===== src/rtl/stack_arbiter.sv =====
`default_nettype none
// ============================================================================
// Module   : stack_arbiter
// Brief    : Round-robin two-client arbiter and sequencer for a shared LIFO.
// Revision : 1.0 - initial release
// ============================================================================
module stack_arbiter #(
    parameter int WordSize    = 4,
    parameter int AddressSize = 3
) (
    input  logic                Clk,
    input  logic                RstN,
    input  logic                Req0,
    input  logic                Req1,
    input  logic                Op0,
    input  logic                Op1,
    input  logic [WordSize-1:0] Din0,
    input  logic [WordSize-1:0] Din1,
    output logic                Ack0,
    output logic                Ack1,
    output logic                Nack0,
    output logic                Nack1,
    output logic [WordSize-1:0] Dout0,
    output logic [WordSize-1:0] Dout1,
    output logic                Busy,
    output logic                S_Push,
    output logic                S_Pop,
    output logic [WordSize-1:0] S_Data_In,
    input  logic [WordSize-1:0] S_Data_Out,
    input  logic                S_Full,
    input  logic                S_Empty
);

    typedef enum logic [1:0] {
        IDLE    = 2'd0,
        ISSUE   = 2'd1,
        CAPTURE = 2'd2,
        RESP    = 2'd3
    } state_t;

    localparam logic [AddressSize:0] c_DEPTH = (AddressSize + 1)'(1 << AddressSize);

    state_t                r_state;
    state_t                w_next_state;
    logic                  r_prio;
    logic                  r_win;
    logic                  r_op;
    logic                  r_ack0;
    logic                  r_ack1;
    logic                  r_nack0;
    logic                  r_nack1;
    logic                  r_s_push;
    logic                  r_s_pop;
    logic [WordSize-1:0]   r_s_data_in;
    logic [WordSize-1:0]   r_dout0;
    logic [WordSize-1:0]   r_dout1;
    logic [AddressSize:0]  r_level;

    logic                  w_any;
    logic                  w_grant;
    logic                  w_gop;
    logic                  w_reject;
    logic [WordSize-1:0]   w_gdin;

    always_comb begin
        w_any    = Req0 | Req1;
        // With both requesting, the pointer names the client not served last.
        w_grant  = (Req0 && Req1) ? r_prio : Req1;
        w_gop    = w_grant ? Op1 : Op0;
        w_gdin   = w_grant ? Din1 : Din0;
        w_reject = w_gop ? S_Full : S_Empty;
    end

    always_ff @(posedge Clk) begin
        if (RstN) begin
            r_state <= IDLE;
        end else begin
            r_state <= w_next_state;
        end
    end

    always_comb begin
        w_next_state = r_state;
        case (r_state)
            IDLE: begin
                if (w_any) begin
                    w_next_state = w_reject ? RESP : ISSUE;
                end
            end
            ISSUE:   w_next_state = CAPTURE;
            CAPTURE: w_next_state = RESP;
            RESP:    w_next_state = IDLE;
            default: w_next_state = IDLE;
        endcase
    end

    always_ff @(posedge Clk) begin
        if (RstN) begin
            r_prio      <= 1'b0;
            r_win       <= 1'b0;
            r_op        <= 1'b0;
            r_ack0      <= 1'b0;
            r_ack1      <= 1'b0;
            r_nack0     <= 1'b0;
            r_nack1     <= 1'b0;
            r_s_push    <= 1'b0;
            r_s_pop     <= 1'b0;
            r_s_data_in <= '0;
            r_dout0     <= '0;
            r_dout1     <= '0;
            r_level     <= '0;
        end else begin
            r_ack0      <= 1'b0;
            r_ack1      <= 1'b0;
            r_nack0     <= 1'b0;
            r_nack1     <= 1'b0;
            r_s_push    <= 1'b0;
            r_s_pop     <= 1'b0;
            r_s_data_in <= '0;

            case (r_state)
                IDLE: begin
                    if (w_any) begin
                        r_win <= w_grant;
                        r_op  <= w_gop;
                        if (w_reject) begin
                            r_nack0 <= ~w_grant;
                            r_nack1 <= w_grant;
                        end else begin
                            r_s_push    <= w_gop;
                            r_s_pop     <= ~w_gop;
                            r_s_data_in <= w_gdin;
                        end
                    end
                end
                CAPTURE: begin
                    if (!r_op) begin
                        if (r_win) begin
                            r_dout1 <= S_Data_Out;
                        end else begin
                            r_dout0 <= S_Data_Out;
                        end
                    end
                    r_ack0 <= ~r_win;
                    r_ack1 <= r_win;
                end
                RESP: begin
                    r_prio <= ~r_win;
                end
                default: begin
                end
            endcase

            // Shadow occupancy, used only to cross-check the stack flags.
            if (r_s_push) begin
                r_level <= r_level + 1'b1;
            end else if (r_s_pop) begin
                r_level <= r_level - 1'b1;
            end

            if (r_state == IDLE) begin
                assert (S_Full == (r_level == c_DEPTH));
                assert (S_Empty == (r_level == '0));
            end
            assert (!(r_s_push && r_s_pop));
        end
    end

    assign Busy      = (r_state != IDLE);
    assign Ack0      = r_ack0;
    assign Ack1      = r_ack1;
    assign Nack0     = r_nack0;
    assign Nack1     = r_nack1;
    assign S_Push    = r_s_push;
    assign S_Pop     = r_s_pop;
    assign S_Data_In = r_s_data_in;
    assign Dout0     = r_dout0;
    assign Dout1     = r_dout1;

endmodule
`default_nettype wire


===== config.mk =====
export PLATFORM = sky130hd
export DESIGN_NAME = stack_arbiter
export DESIGN_NICKNAME = d
export VERILOG_FILES = /design/src/rtl/stack_arbiter.sv
export SDC_FILE = /design/constraint.sdc
export NUM_CORES = 1
export LEC_CHECK = 0
export ABC_AREA = 1
export BUFFER_PORTS_ARGS = -buffer_cell sky130_fd_sc_hd__buf_2
export CAP_MARGIN = 20
export CORE_MARGIN = 2
export CORE_UTILIZATION = 38
export CTS_BUF_LIST = sky130_fd_sc_hd__clkbuf_8
export DETAILED_ROUTE_END_ITERATION = 8
export PLACE_DENSITY_LB_ADDON = 0.1
export SKIP_LAST_GASP = 1
export SLEW_MARGIN = 10
export SYNTH_ARGS = -nofsm -noshare
export SYNTH_HDL_FRONTEND = slang
export SYNTH_SLANG_ARGS = --single-unit

===== constraint.sdc =====
create_clock -name Clk -period 2.15 [get_ports Clk]
set_input_delay 0.215 -clock Clk [delete_from_list [all_inputs] [get_ports Clk]]
set_output_delay 0.215 -clock Clk [all_outputs]
set_load 0.02 [all_outputs]

After elaboration in Yosys (flattened, before gate mapping)
Cells that the tools add are included.
Word-level totals
  logic and storage cells: 42
  register bits after elaboration: 23
  RAM bits: 0
  memories: 0
  input port bits: 20
  latch bits: 0
  output and inout bits: 19
  bits in read-only memories: 0
Cells by class
  multiplexer cells: 7
  bitwise logic cells: 9
  divide/modulo/power cells: 0
  $mul: 0
  $add $sub $neg: 0
  shifts and indexed selects: 0
  reduce and logical (&&, ||, !) cells: 9
  $lt $le $gt $ge: 0
  equality and inequality tests: 4
Operators with widths (count)
  1-bit inverter: 8
  2-bit one-hot mux with 4 select lines: 1
  4-bit OR reduction: 2
  3-bit AND reduction: 2
  2-bit equality test, second input constant: 2
  2-bit two-way mux: 2
  4-bit two-way mux: 1
  1-bit two-way mux: 3
  2-bit by 1-bit equality test with 1-bit output, second input constant: 1
  2-bit zero test: 1
  2-bit != test, second input constant: 1
  2-bit AND reduction: 1
  2-bit nonzero test: 1
  2-bit OR reduction: 1
  1-bit logical AND: 1
  1-bit OR: 1

Depth between registers and ports, before layout
  depth in word-level cells: 7
  mapped depth: 8
  gate-level depth less buffers: 8

Least setup slack after synthesis
Ideal clock, no wire load.
  path type: reg2reg
  from: register r_state[0]
  to: register r_state[1]
  library setup time: 0.118 ns
  clock period less this slack: 1.236 ns
  required time: 2.032 ns
  slack: 0.914 ns
  stages on the path, launching flop included: 8
  path buffers: 0
  arrival: 1.118 ns
  cells stage by stage: dfxtp_1 -> inv_1 -> ha_1 -> inv_1 -> nor2_2 -> inv_2 -> o21ai_1 -> a21oi_1
On the way
  longest elaborated chain between the ends: 2
  elaborated cells between the ends (all ways): 6
  classes of those cells: eq/ne (4); mux (1); reduce/logical (1)
RTL lines
  start: declaration: line 43  | state_t r_state;
  start signal: assignment: line 78  | r_state <= w_next_state;
  2-bit equality test, or another cell as far along: line 84  | case (r_state)
  2-bit one-hot mux with 4 select lines or 2-bit != test (tied branches)
Several ways; a longest one is shown, not always the timed one.
A chain may end at the register's enable or synchronous reset.

Worst setup path after layout
  from: register r_state[0]
  to: output port Busy
On the way
  longest elaborated chain between the ends: 1
RTL lines
  2-bit nonzero test: line 169  | assign Busy = (r_state != IDLE);
  end: declaration: line 25  | output logic Busy,
No other way between the ends.

==> results.json <==
{
  "start_util_pct": 40.2,
  "critPathLaunchType": "flip-flop",
  "synth.net_count": 148,
  "layout-drive-gt1-share_pct": 33.3,
  "setup_ws_ns": 0.691,
  "power.leakage_nw": 0.673,
  "path_clk_slew_ns": 0.08,
  "clock_sinks": 23,
  "cts_buffers": 3,
  "peakVddDrop_uv": 613,
  "crit_top_cell": "inv_1",
  "yosysMostFrequentCell": "dfxtp_1",
  "final_util_pct": 51.0,
  "cts_hold_buf": 0,
  "grt_pass1_vias": 787,
  "wl_um": 1940,
  "max_stage_delay_ns": 0.36,
  "drv_slew": 0,
  "ys.flop_type": "dfxtp_1",
  "min_from": "Din0[0]",
  "syn-mean-instance-area_um2": 8.03,
  "io_buffers": 38,
  "relSlewSlack_pct": 82.8,
  "antenna_found_initial": 0,
  "hpwl_um": 1590,
  "stdcell_area_mm2": 0.00126,
  "syn-cell-area_um2": 996,
  "yosys_warnings": 0,
  "dr.pass1.iters": 4,
  "rr_startpoint": "r_state[0]",
  "outcome": "finished clean",
  "crit_start": "r_state[0]",
  "grt_pass1_wl_um": 3130,
  "async_reset_ff_share_pct": 0,
  "fmax_mhz": 685,
  "cp_top_family": "buffers and inverters",
  "grt_max_degree": 13,
  "critPathSlowestCell": "dfxtp_1",
  "drt-initial-drc-count": 8,
  "whs_path_depth": 3,
  "die_h_um": 55.2,
  "ys_seq_elements": 23,
  "cp.arrival_ns": 1.24,
  "rrSetupSlack_ns": 0.88,
  "final_cells": 195,
  "rsz0062_at_grt": "no",
  "grt_remaining_overflow": 0,
  "clock_skew_ns": 0.00616,
  "crit_type": "reg -> out",
  "critical_path_buf_inv_count": 3,
  "cp_max_fo": 3,
  "worstRegToRegCells": 7,
  "place_area_mm2": 0.00122,
  "place_inst": 191,
  "final_nets": 190,
  "holdWs_ns": 0.204,
  "vias": 880,
  "tns_ns": 0,
  "synth_top_cells_by_count": "dfxtp_1 (23), inv_1 (19), nor2_1 (19), nand2_1 (14), o21ai_0 (10)",
  "place_congestion": 0.772,
  "synthCells": 124,
  "syn_to_final_growth_pct": 26.9,
  "die_area_mm2": 0.00305,
  "worstMarginPinSlew_ns": 0.258,
  "ctsResizeCount": 0,
  "crit_chain": "inv_1 -> ha_1 -> inv_1 -> buf_2",
  "drt-wirelength-per-cell_um": 9.95,
  "p_per_area_mw_per_mm2": 907,
  "clock_latency_ns": 0.26,
  "setup_violations": 0,
  "clock-root-buffer": "clkbuf_8",
  "ys_top_cells_by_area": "dfxtp_1 (46%), inv_1 (7.2%), nor2_1 (7.2%)",
  "final_hold_viol_count": 0,
  "h-tree-depth": 1,
  "cts_tree": "yes",
  "layout_min_cycle_time_ns": 1.46,
  "drv_cap": 0,
  "netlist.top_cell.by_area": "dfxtp_1",
  "yosys.cell_types.count": 20,
  "cp.required_ns": 1.93,
  "synth_edf_count": 0,
  "pre_cts_ws_ns": 0.899,
  "critPathCaptureType": "output pin",
  "fin_crit_sh_pct": 67.9,
  "cts_buffer_depth": 2,
  "grt_use_total_pct": 14.4,
  "vias_per_cell": 4.51,
  "timing.rr.end": "r_state[1]",
  "drcViolationCount": 0,
  "row_count": 18,
  "diodes": 0,
  "post_cts_buffers": 0,
  "p_total_mw": 1.15,
  "antenna_left": 0,
  "hp-class": "in -> reg",
  "coreArea_mm2": 0.00248,
  "whs_endpoint": "S_Data_In[0]",
  "pin_count": 39,
  "die_w_um": 55.2,
  "seq_area_frac_synth_pct": 46.2,
  "yosys.area.top_type_share_pct": 46.2
}
[cell type report]
type	count	area, µm²
clock buffer	3	41.3
clock inverter	1	3.75
fill	281	1210
inverter	20	75.1
multi-input combinational	80	455
sequential	23	460
tap	30	37.5
timing repair buffer	38	190
[how the worst max path moves through the flow]
stage / to / slack [ns] / cells after the start
after global routing: Busy / 0.62 / 4
after detailed placement: r_state[1] / 0.90 / 7
after CTS: Busy / 0.69 / 4
after global placement: r_state[1] / 0.96 / 7
after floorplan: r_state[1] / 0.91 / 7
final: Busy / 0.69 / 4
[cells in the final DEF (no fill, tap or decap)]
cell type   n
ha_1        4
a21oi_2     4
nand2_1    14
clkbuf_8    3
nor2_1     19
nor2_2      1
dfxtp_1    23
nand2_4     2
nand3_1     8
or2_4       1
a21oi_1     5
nand3_4     1
nor2_8      1
inv_1      20
nand2_2     3
o21ai_0    10
inv_2       1
nor3_1      3
o21ai_1     2
buf_2      38
nand4_1     2
[registers in the layout (all words and copies together), names as in the netlist, 2 cells and up]
| signal | count |
|---|---|
| Dout0 | 4 |
| Dout1 | 4 |
| S_Data_In | 4 |
| r_state | 2 |
[kinds of logic (layout without fill, tap and decap cells)]
group | count (synthesis) | count (layout) | share of synthesized area [%]
compound gates | 21 | 21 | 12.1
fa+ha+maj | 4 | 4 | 5.03
buf+inv | 21 | 62 | 8.04
flops | 23 | 23 | 46.2
simple gates | 55 | 55 | 28.6
[metal layers]
metal | GRT usage, % | vias up | part of all wire [%]
met4 | 3.66 | 0 | 0.52
li1 | - | 476 | -
met3 | 3.49 | 2 | 8.8
met5 | 0 | - | 0
met1 | 17.1 | 378 | 45
met2 | 25.8 | 24 | 45
[report_power, final]
part	internal, mW	leakage, nW	switching [mW]
clock network	0.127	0.0269	0.135
logic	0.134	0.459	0.237
registers	0.484	0.187	0.0290
total	0.745	0.673	0.401
[worst register-to-register path, stage by stage, from the launching register on]
cell and delay, ns:
dfxtp_1 0.33, inv_1 0.10, ha_1 0.24, inv_1 0.10, nor2_2 0.16, inv_2 0.05, o21ai_1 0.12, a21oi_1 0.05
Power figures use the tool's default switching activity.
